==> src/rtl/servile_arbiter.sv <==
// Two-master round-robin Wishbone arbiter in front of a single memory slave.
// Optional slave-wait watchdog enabled by defining SERVILE_ARB_TIMEOUT_EN.
module servile_arbiter #(
    parameter int unsigned TIMEOUT = 32'd255
) (
    input  logic        i_clk,
    input  logic        i_rst,
    input  logic [31:0] i_wb_m0_adr,
    input  logic [31:0] i_wb_m0_dat,
    input  logic [3:0]  i_wb_m0_sel,
    input  logic        i_wb_m0_we,
    input  logic        i_wb_m0_stb,
    output logic [31:0] o_wb_m0_rdt,
    output logic        o_wb_m0_ack,
    input  logic [31:0] i_wb_m1_adr,
    input  logic [31:0] i_wb_m1_dat,
    input  logic [3:0]  i_wb_m1_sel,
    input  logic        i_wb_m1_we,
    input  logic        i_wb_m1_stb,
    output logic [31:0] o_wb_m1_rdt,
    output logic        o_wb_m1_ack,
    output logic [31:0] o_wb_mem_adr,
    output logic [31:0] o_wb_mem_dat,
    output logic [3:0]  o_wb_mem_sel,
    output logic        o_wb_mem_we,
    output logic        o_wb_mem_stb,
    input  logic [31:0] i_wb_mem_rdt,
`ifdef SERVILE_ARB_TIMEOUT_EN
    output logic        o_timeout,
`endif
    input  logic        i_wb_mem_ack
);

    typedef enum logic {
        IDLE = 1'b0,
        BUSY = 1'b1
    } state_t;

    localparam logic [15:0] TIMEOUT_L = 16'(TIMEOUT);

    state_t      state_q, state_d;
    logic        grant_q, grant_d;
    logic        last_q, last_d;
    logic        gnt_stb_s;
    logic        ack_s;
    logic [31:0] rdt_s;

`ifdef SERVILE_ARB_TIMEOUT_EN
    logic [15:0] cnt_q, cnt_d;
    logic        timeout_q, timeout_d;
    assign o_timeout = timeout_q;
`else
    logic        unused_timeout_s;
    assign unused_timeout_s = ^TIMEOUT_L;
`endif

    // Arbitration, datapath steering and next-state; reset gates every handshake output.
    always_comb begin
        state_d      = state_q;
        grant_d      = grant_q;
        last_d       = last_q;
        ack_s        = 1'b0;
        rdt_s        = 32'h0000_0000;
        gnt_stb_s    = grant_q ? i_wb_m1_stb : i_wb_m0_stb;
        o_wb_mem_adr = i_wb_m0_adr;
        o_wb_mem_dat = i_wb_m0_dat;
        o_wb_mem_sel = i_wb_m0_sel;
        o_wb_mem_we  = i_wb_m0_we;
        o_wb_mem_stb = 1'b0;
`ifdef SERVILE_ARB_TIMEOUT_EN
        cnt_d        = cnt_q;
        timeout_d    = timeout_q;
`endif
        if (i_rst) begin
            state_d = IDLE;
        end else begin
            case (state_q)
                IDLE: begin
                    if (i_wb_m0_stb && i_wb_m1_stb) begin
                        state_d = BUSY;
                        grant_d = ~last_q;
                    end else if (i_wb_m0_stb || i_wb_m1_stb) begin
                        state_d = BUSY;
                        grant_d = i_wb_m1_stb;
                    end else begin
                        state_d = IDLE;
                    end
                end
                BUSY: begin
                    if (grant_q) begin
                        o_wb_mem_adr = i_wb_m1_adr;
                        o_wb_mem_dat = i_wb_m1_dat;
                        o_wb_mem_sel = i_wb_m1_sel;
                        o_wb_mem_we  = i_wb_m1_we;
                    end else begin
                        o_wb_mem_adr = i_wb_m0_adr;
                        o_wb_mem_dat = i_wb_m0_dat;
                        o_wb_mem_sel = i_wb_m0_sel;
                        o_wb_mem_we  = i_wb_m0_we;
                    end
                    o_wb_mem_stb = gnt_stb_s;
                    rdt_s        = i_wb_mem_rdt;
                    // An aborted request returns to IDLE without touching the round-robin pointer.
                    if (!gnt_stb_s) begin
                        state_d = IDLE;
                    end else if (i_wb_mem_ack) begin
                        ack_s   = 1'b1;
                        state_d = IDLE;
                        last_d  = grant_q;
`ifdef SERVILE_ARB_TIMEOUT_EN
                    end else if ((cnt_q + 16'd1) == TIMEOUT_L) begin
                        o_wb_mem_stb = 1'b0;
                        ack_s        = 1'b1;
                        rdt_s        = 32'hFFFF_FFFF;
                        timeout_d    = 1'b1;
                        state_d      = IDLE;
                        last_d       = grant_q;
                    end else begin
                        cnt_d = cnt_q + 16'd1;
`else
                    end else begin
                        state_d = BUSY;
`endif
                    end
                end
                default: begin
                    state_d = IDLE;
                end
            endcase
        end
`ifdef SERVILE_ARB_TIMEOUT_EN
        if (state_d == IDLE) begin
            cnt_d = 16'd0;
        end else begin
            cnt_d = cnt_d;
        end
`endif
        o_wb_m0_ack = ack_s & ~grant_q;
        o_wb_m1_ack = ack_s & grant_q;
        o_wb_m0_rdt = grant_q ? 32'h0000_0000 : rdt_s;
        o_wb_m1_rdt = grant_q ? rdt_s : 32'h0000_0000;
    end

    // State, grant and round-robin pointer registers; m0 wins the first tie after reset.
    always_ff @(posedge i_clk) begin
        if (i_rst) begin
            state_q   <= IDLE;
            grant_q   <= 1'b0;
            last_q    <= 1'b1;
`ifdef SERVILE_ARB_TIMEOUT_EN
            cnt_q     <= 16'd0;
            timeout_q <= 1'b0;
`endif
        end else begin
            state_q   <= state_d;
            grant_q   <= grant_d;
            last_q    <= last_d;
`ifdef SERVILE_ARB_TIMEOUT_EN
            cnt_q     <= cnt_d;
            timeout_q <= timeout_d;
`endif
        end
    end

endmodule

==> config.mk <==
export PLATFORM = sky130hd
export DESIGN_NAME = servile_arbiter
export DESIGN_NICKNAME = d
export VERILOG_FILES = /design/src/rtl/servile_arbiter.sv
export SDC_FILE = /design/constraint.sdc
export NUM_CORES = 1
export LEC_CHECK = 0
export BUFFER_PORTS_ARGS = -buffer_cell sky130_fd_sc_hd__buf_2
export CORE_AREA = 2 2 120 122
export CTS_CLUSTER_DIAMETER = 30
export DETAILED_ROUTE_END_ITERATION = 6
export DIE_AREA = 0 0 122 124
export SKIP_CTS_REPAIR_TIMING = 1
export SYNTH_ARGS = -nofsm -noshare
export SYNTH_HDL_FRONTEND = slang
export SYNTH_SLANG_ARGS = --single-unit
==> constraint.sdc <==
create_clock -name i_clk -period 1.8 [get_ports i_clk]
set_clock_uncertainty 0.1 [all_clocks]
set_input_delay 0.36 -clock i_clk [delete_from_list [all_inputs] [get_ports i_clk]]
set_output_delay 0.36 -clock i_clk [all_outputs]
set_load 0.01 [all_outputs]
==> flow_summary_export.csv, run 1 <==
group,metric,value,unit
status,status,"finished with violations",
placed_design,dp_cells,659,
clocking,tritoncts,"yes",
floorplanning,die_h,124,um
critical_path,cp-end-kind,"primary output",
sta,finalCritPeriodShare,116,%
clocking,clk_latency,220,ps
route,drt-total-wl,10100,um
power,clkPwrFrac,28.7,%
synth,synth-seq-cells,3,
synth,synth_nets,348,
placed_design,placed_cell_area,3310,um^2
power,comb_power_share,65.2,%
route,dr.pass1.iters,4,
power,p_switching,387,uW
floorplanning,row_count,43,
critical_path,arrival,1620,ps
floorplanning,dieArea,15100,um^2
clocking,cts.clk_slew.worst_paths,30,ps
synth,synth_area_per_cell,8.83,um^2
sta,rsz0062_at_grt,"true",
status,failed_checks,"setup timing",
critical_path,startpoint_type,"flip-flop",
clocking,cts.sinks,3,
power,ir_worst_vdd,0.000598,V
sta,setup-tns-final,-20230,ps
global_routing,track_usage,9.35,%
sta,period_needed,2080,ps
sta,max_freq,481,MHz
placed_design,hpwl,7540,um
route,ant_nets,0,
power,internal-power,843,uW
min_path,min_path_type,"input port to flip-flop",
route,drc,0,
placed_design,gp_congestion,0.786,
power,power.leakage,2.33,nW
critical_path,crit_chain,"nor2b_4 -> and2_4 -> buf_6 -> mux2_2 -> buf_2",
synth,synth_cell_types,24,
critical_path,worstSetupPathType,"flip-flop to primary output",
global_routing,grt_max_degree,33,
cells_and_area,fin_cells,674,
critical_path,critPathMaxStageDelay,330,ps
critical_path,cp_slowest_cell,"mux2_2",
synth,synth_cells,173,
flow_run,drv_cap,0,
route,wire_per_inst,14.9,um
critical_path,path_buf_inv,2,
power,swShare,31.5,%
route,vias,2663,
synth,yosysSeqAreaShare,3.93,%
floorplanning,coreArea,13700,um^2
power,p_seq_share,6.1,%
global_routing,grt_pass1_wl,11300,um
clocking,ctsLongestPathBuffers,2,
global_routing,grt_pass1_vias,2383,
floorplanning,die_x,122,um
route,drt_iter0_drc,65,
global_routing,grt_overflow_total,0,
critical_path,critPathTopFamily,"simple AND/OR/NAND/NOR gates",
sta,drv_slew,0,
power,power_density,303,nW/um^2
sta,setup_viol,107,
sta,hold_viol_final,0,
floorplanning,io_pins,311,
critical_path,crit_required,1340,ps
route,post_drt_via_cell_ratio,3.95,
critical_path,cp_max_fo,7,
sta,worstMarginPinSlew,276,ps
clocking,cts_root_buf,"clkbuf_16",
placed_design,numPortBuffers,310,
clocking,htree_levels,1,
synth,ys.warnings.count,0,
cells_and_area,design_area,4060,um^2
cells_and_area,nets,670,
sta,setup_ws,-280,ps
clocking,numCtsBuffers,3,
cells_and_area,n_antenna_cell,0,
sta,timing.slew.headroom,81.6,%
floorplanning,start_util,11.1,%
synth,synth_area,1530,um^2
cells_and_area,drive_gt1_share,90.9,%
cells_and_area,syn_to_final_growth,166,%
global_routing,antenna_found_initial,0,
sequential cells by signal, indices dropped and copies added (netlist names):
register / cells
state_q: 1
last_q: 1
grant_q: 1
area by class of cell:
type | instances | area (um^2)
fillers | 1466 | 9660
repair buffers | 334 | 2160
inverters | 1 | 3.75
multi-input cells | 152 | 1530
well taps | 180 | 225
clock buffers | 4 | 78.8
flip-flops and latches | 3 | 62.6
layer usage:
layer	track usage [%]	routed length (um)	up-vias
met5	0	0	-
li1	-	-	1263
met4	0.862	16	0
met3	1.65	956	2
met1	11.3	3690	1225
met2	17.8	5420	173
Yosys cell counts (all sizes together):
master,n,area share (%)
a21oi,1,0.33
a221o,1,0.66
a31o,1,0.57
and2,33,14
and3,33,14
buf,8,5.8
clkbuf,10,2.5
dfxtp,3,3.9
inv,1,0.25
mux2,69,53
mux2i,1,0.66
nand2,1,0.25
nand2b,1,0.41
nand3,1,0.33
nand3b,1,0.49
nor2,4,0.98
nor2b,1,0.90
nor4b,1,0.57
o21ai,1,0.33
o22a,1,0.57
worst register-to-register path, cell delays in order (launching register included):
cell and delay [ps]:
dfxtp_2 310, buf_4 120, buf_6 120, buf_4 130
a31o_2 190, a221o_1 290
power by group through the flow:
stage                     Sequential [mW]  Combinational [mW]  Clock, mW
after detailed placement           0.0754               0.627          0
final                              0.0756               0.802      0.353
after floorplan                    0.0770               0.265          0
after global routing               0.0760               0.862      0.368
after CTS                          0.0745               0.630      0.356
after global placement             0.0752               0.623          0
cell families (layout without fill, tap and decap cells):
group	Yosys count	after routing	synth area share [%]
DFF	3	3	3.93
AOI/OAI and AO/OA	5	5	2.46
and+or+nand+nor	76	77	31.1
muxes	70	70	54.0
buffers and inverters	19	339	8.52
stage by stage:
step	power [mW]	util (%)	setup slack, ps	hold slack [ps]
floorplan	0.342	-	7.75	324
global placement	0.698	24.1	-186	408
detailed placement	0.703	24.1	-220	416
CTS	1.06	24.7	-304	346
global route	1.31	29.6	-321	305
finish	1.23	29.6	-280	296
layout by cell type (no fill, tap or decap):
cell	count
a21oi_1	1
a221o_1	1
a31o_2	1
and2_1	1
and2_2	1
and2_4	32
and3_1	32
and3_4	1
buf_12	2
buf_2	261
buf_4	9
buf_6	58
buf_8	1
clkbuf_1	1
clkbuf_16	6
dfxtp_1	1
dfxtp_2	2
inv_1	1
mux2_2	43
mux2_4	26
mux2i_4	1
nand2_1	1
nand2b_4	1
nand3_1	1
nand3b_1	1
nor2_1	2
nor2_4	2
nor2b_4	1
nor4b_2	1
o21ai_0	1
o22a_1	1
worst paths after layout:
| kind | start | to | slack (ps) | depth (start not counted) |
|---|---|---|---|---|
| hold reg to reg | last_q$_SDFFE_PP1P_ | last_q$_SDFFE_PP1P_ | 420 | 1 |
| hold / removal | i_rst | state_q$_SDFF_PP0_ | 300 | 3 |
| setup reg to reg | state_q$_SDFF_PP0_ | last_q$_SDFFE_PP1P_ | 440 | 5 |
| setup / recovery | state_q$_SDFF_PP0_ | o_wb_mem_dat[14] | -280 | 5 |
(Power assumes the default switching activity.)
==> run 2, diff against run 1 <==
- PLACE_DENSITY: default -> 0.45
==> run 2 against run 1 <==
  * The flow still finishes with violations (setup timing)
  * Worst setup slack improved by 4.9 ps
  * Fmax increased by 0.24%
  * Combinational power grew 0.5%
  * Via count increased by 0.79%
  * Final area decreased by 1.1%
==> flow_summary_export.csv, run 2 (synthesis results as in run 1) <==
group,metric,value,unit
status,status,"finished with violations",
status,failed_checks,"setup timing",
critical_path,critPathMaxStageDelay,360,ps
placed_design,gp_congestion,0.831,
sta,max_freq,482,MHz
sta,timing.slew.headroom,82.5,%
critical_path,cp_slowest_cell,"mux2_2",
critical_path,ff2ff_path_depth,5,
route,vias,2684,
cells_and_area,seq_area,62.6,um^2
global_routing,grt_overflow_total,0,
placed_design,hpwl,8740,um
route,drt-met1-wl,4150,um
sta,worstMarginPinSlew,257,ps
sta,rsz0062_at_grt,"true",
min_path,worstHoldPathCells,3,
global_routing,track_usage,10.8,%
sta,setup_ws,-275,ps
cells_and_area,drive_gt1_share,90.7,%
cells_and_area,layout_common_cells,"262 x buf_2, 56 x buf_6, 52 x mux2_2",
critical_path,rrSetupSlack,430,ps
clocking,cts_root_buf,"clkbuf_16",
cells_and_area,nets,669,
route,post_drt_via_cell_ratio,3.99,
critical_path,startpoint_type,"flip-flop",
clocking,ctsLongestPathBuffers,2,
critical_path,rr_endpoint,"last_q$_SDFFE_PP1P_",
cells_and_area,final_common_cell,"buf_2",
placed_design,numPortBuffers,310,
clocking,numCtsBuffers,3,
critical_path,worstSetupPathType,"flip-flop to primary output",
min_path,holdPathEnd,"grant_q$_SDFFE_PP0P_",
power,ir_worst_vdd,0.000435,V
floorplanning,dieArea,15100,um^2
floorplanning,row_count,43,
power,power_density,308,nW/um^2
sta,period_needed,2070,ps
critical_path,cp-end-kind,"primary output",
critical_path,critPathTopFamily,"multiplexers",
cells_and_area,syn_to_final_growth,163,%
cells_and_area,top_regs,"grant_q: 1 flops, last_q: 1 flops, state_q: 1 flops",
route,dr.pass1.iters,4,
floorplanning,die_x,122,um
route,ant_nets,0,
route,dr_wl_met2,5520,um
critical_path,arrival,1610,ps
critical_path,crit_chain,"nor2b_4 -> and2_4 -> buf_12 -> mux2_2 -> buf_2",
floorplanning,die_h,124,um
cells_and_area,n_antenna_cell,0,
critical_path,setup.worst_path.start,"state_q$_SDFF_PP0_",
global_routing,grt_pass1_wl,12700,um
route,dr.max_layer_used,"met5",
power,power.leakage,2.30,nW
critical_path,crit_required,1340,ps
sta,finalCritPeriodShare,115,%
clocking,tritoncts,"yes",
flow_run,drv_cap,0,
route,wire_per_inst,16.2,um
global_routing,grt_max_degree,36,
critical_path,path_buf_inv,2,
sta,setup_viol,102,
route,drt-total-wl,10900,um
clocking,htree_levels,1,
floorplanning,io_pins,311,
global_routing,grt_pass1_vias,2451,
sta,hold_viol_final,0,
floorplanning,start_util,11.1,%
route,drt_iter0_drc,60,
sta,hold_slack,285,ps
sta,setup-tns-final,-20000,ps
min_path,min-delay-start,"i_rst",
sta,drv_slew,0,
global_routing,antenna_found_initial,2,
cells_and_area,multi_input_area,1500,um^2
route,wl_met3,1150,um
clocking,clk_latency,220,ps
critical_path,regToRegStartpoint,"state_q$_SDFF_PP0_",
cells_and_area,fill_cells,1500,
floorplanning,coreArea,13700,um^2
min_path,min_path_type,"input port to flip-flop",
clocking,cts.sinks,3,
route,drc,0,
critical_path,cp_max_fo,27,
clocking,cts.clk_slew.worst_paths,30,ps
[run 2: cell count changes in the layout (fill, tap and decap cells not counted), sizes merged]
cell and delta:
buf -1
[run 2: per-layer routing]
layer | GRT usage [%] | up-vias
met2 | 20.5 | 173
met1 | 12.8 | 1240
met5 | 0 | -
met4 | 0.862 | 4
li1 | - | 1261
met3 | 2.66 | 6
[run 2: where the power goes]
| group | internal (mW) | switching [mW] |
|---|---|---|
| clock network | 0.292 | 0.0629 |
| registers | 0.0724 | 0.00383 |
| logic | 0.470 | 0.336 |
| total | 0.835 | 0.403 |
[run 2: final cells by class]
cell class,instances,share of cell area (%)
multi-input combinational,152,37.4
tap,180,5.61
sequential,3,1.56
timing repair buffer,333,53.3
clock buffer,4,1.96
inverter,1,0.0935
[run 2: worst max path at each step]
stage                            end  depth (start not counted)
CTS                 o_wb_mem_adr[23]                          5
global route        o_wb_mem_adr[23]                          5
detailed placement  o_wb_mem_adr[23]                          6
floorplan           o_wb_mem_dat[24]                          6
global placement    o_wb_mem_adr[13]                          6
finish              o_wb_mem_adr[23]                          5
[run 2: worst min-delay path: stages]
cell and delay, ps:
buf_6 80, buf_6 90, a21oi_1 30
[run 2: stage by stage]
stage	instance area, um^2	worst slack (ps)	std cells	power, mW	utilization [%]
floorplan	1530	7.75	173	0.342	-
global placement	3310	-170	659	0.716	24.1
detailed placement	3310	-211	659	0.722	24.1
CTS	3390	-305	663	1.08	24.7
global route	4010	-345	673	1.31	29.2
finish	4010	-275	673	1.24	29.2
==> run 3, diff against run 2 <==
- CELL_PAD_IN_SITES_DETAIL_PLACEMENT: default -> 0
- CELL_PAD_IN_SITES_GLOBAL_PLACEMENT: default -> 1
- CORE_AREA: 2 2 120 122 -> 2 2 122 124
- DIE_AREA: 0 0 122 124 -> 0 0 124 126
- PLACE_DENSITY: 0.45 -> 0.69
==> run 3 against run 2 <==
  * The flow still finishes with violations (setup timing)
  * Combinational power down 12%
  * Sequential share of layout area up 0.16 points
  * Via count down 3.4%
  * First-iteration DRC count down 23%
  * Routed wire length down 1.9%
  * Final cell count unchanged
  * Clock power about the same
  * Critical path depth unchanged
  * Critical path type unchanged
==> flow_summary_export.csv, run 3 (synthesis results as in run 1) <==
group,metric,value,unit
status,status,"finished with violations",
status,failed_checks,"setup timing",
power,ir_worst_vdd,0.000303,V
clocking,htree_levels,1,
power,internal-power,765,uW
cells_and_area,seq_area,62.6,um^2
cells_and_area,top_regs,"grant_q: 1 flops, last_q: 1 flops, state_q: 1 flops",
sta,timing.slew.headroom,82.2,%
floorplanning,start_util,10.7,%
global_routing,grt_pass1_wl,13800,um
critical_path,cp-end-kind,"primary output",
min_path,min-delay-start,"i_rst",
global_routing,grt_pass1_vias,2415,
sta,period_needed,2070,ps
power,comb_power_share,62.2,%
cells_and_area,final_common_cell,"buf_2",
sta,rsz0062_at_grt,"true",
floorplanning,die_x,124,um
clocking,cts.clk_slew.worst_paths,30,ps
placed_design,dp_cells,662,
clocking,clk_latency,230,ps
min_path,min_path_type,"input port to flip-flop",
global_routing,grt_overflow_total,0,
placed_design,hpwl,8950,um
power,swShare,32.8,%
sta,hold_slack,299,ps
global_routing,antenna_found_initial,3,
cells_and_area,layout_common_cells,"296 x buf_2, 53 x mux2_2, 33 x and3_1",
clocking,cts_root_buf,"clkbuf_16",
sta,setup_ws,-267,ps
sta,drv_slew,0,
route,wire_per_inst,15.9,um
clocking,ctsLongestPathBuffers,2,
critical_path,regToRegStartpoint,"grant_q$_SDFFE_PP0P_",
power,clkPwrFrac,31.3,%
route,drc,0,
clocking,numCtsBuffers,3,
floorplanning,io_pins,311,
critical_path,startpoint_type,"flip-flop",
clocking,tritoncts,"yes",
route,drt_iter0_drc,46,
power,power_density,313,nW/um^2
cells_and_area,nets,664,
power,p_switching,374,uW
cells_and_area,fill_cells,1633,
cells_and_area,syn_to_final_growth,138,%
critical_path,rrSetupSlack,620,ps
sta,worstMarginPinSlew,267,ps
route,drt-total-wl,10700,um
power,p_seq_share,6.6,%
cells_and_area,fin_cells,673,
critical_path,arrival,1610,ps
floorplanning,dieArea,15600,um^2
min_path,worstHoldPathCells,3,
critical_path,cp_max_fo,30,
sta,setup_viol,99,
global_routing,track_usage,11.6,%
placed_design,gp_congestion,0.827,
critical_path,rr_endpoint,"state_q$_SDFF_PP0_",
critical_path,crit_required,1340,ps
route,ant_nets,0,
flow_run,drv_cap,0,
route,vias,2594,
placed_design,placed_cell_area,3310,um^2
sta,finalCritPeriodShare,115,%
global_routing,grt_max_degree,33,
sta,max_freq,484,MHz
floorplanning,coreArea,14300,um^2
critical_path,worstSetupPathType,"flip-flop to primary output",
floorplanning,die_h,126,um
cells_and_area,design_area,3640,um^2
cells_and_area,multi_input_area,1410,um^2
clocking,cts.sinks,3,
min_path,holdPathEnd,"grant_q$_SDFFE_PP0P_",
route,dr.pass1.iters,4,
critical_path,ff2ff_path_depth,4,
power,power.leakage,2.18,nW
route,post_drt_via_cell_ratio,3.85,
cells_and_area,drive_gt1_share,84.4,%
placed_design,numPortBuffers,310,
floorplanning,row_count,44,
sta,hold_viol_final,0,
-- run 3: changes by cell type in the layout (fill, tap and decap cells not counted), sizes merged --
| cell | previous run | this run |
|---|---|---|
| diode | 0 | 1 |
| and2 | 34 | 33 |
| buf | 330 | 326 |
-- run 3: layout make-up --
type | count | area share (%)
Timing Repair Buffer | 329 | 50.9
Multi-Input combinational cell | 151 | 38.7
Tap cell | 184 | 6.33
Clock buffer | 4 | 2.17
Sequential cell | 3 | 1.72
Inverter | 1 | 0.103
Antenna cell | 1 | 0.0688
-- run 3: how the worst max path moves through the flow --
stage	from	to	slack (ps)	cells past startpoint
6_report	state_q$_SDFF_PP0_	o_wb_mem_dat[17]	-270	5
2_1_floorplan	state_q$_SDFF_PP0_	o_wb_mem_dat[24]	8	6
3_5_place_dp	i_rst	o_wb_m0_ack	-200	7
3_3_place_gp	i_rst	o_wb_m0_ack	-200	7
4_1_cts	state_q$_SDFF_PP0_	o_wb_mem_dat[18]	-280	5
5_1_grt	state_q$_SDFF_PP0_	o_wb_mem_dat[31]	-330	5
-- run 3: metal layers --
layer / GRT usage (%) / part of all wire, % / vias up
li1: - / - / 1255
met1: 12.7 / 36 / 1162
met2: 22.8 / 52 / 169
met3: 2.85 / 11 / 8
met4: 1.59 / 0.61 / 0
met5: 0 / 0 / -
-- run 3: stage by stage --
stage	total power [mW]	utilization, %	worst slack, ps	TNS, ps
floorplan	0.342	-	7.75	0
finish	1.14	25.4	-267	-17110
global route	1.21	25.4	-327	-23030
CTS	1.08	23.7	-281	-19140
global placement	0.719	23.1	-202	-12330
detailed placement	0.716	23.1	-203	-13220
-- run 3: power by group through the flow --
stage / logic, mW / registers, mW / clock network, mW
after floorplan: 0.265 / 0.0770 / 0
after global placement: 0.644 / 0.0752 / 0
after detailed placement: 0.641 / 0.0752 / 0
after CTS: 0.645 / 0.0743 / 0.360
after global routing: 0.767 / 0.0753 / 0.369
final: 0.708 / 0.0749 / 0.356
-- run 3: worst max-delay path, stage by stage (launching register included) --
cell and delay [ps]:
dfxtp_2 310, nor2b_4 130, and2_4 190, buf_12 210, mux2_2 370, buf_2 140
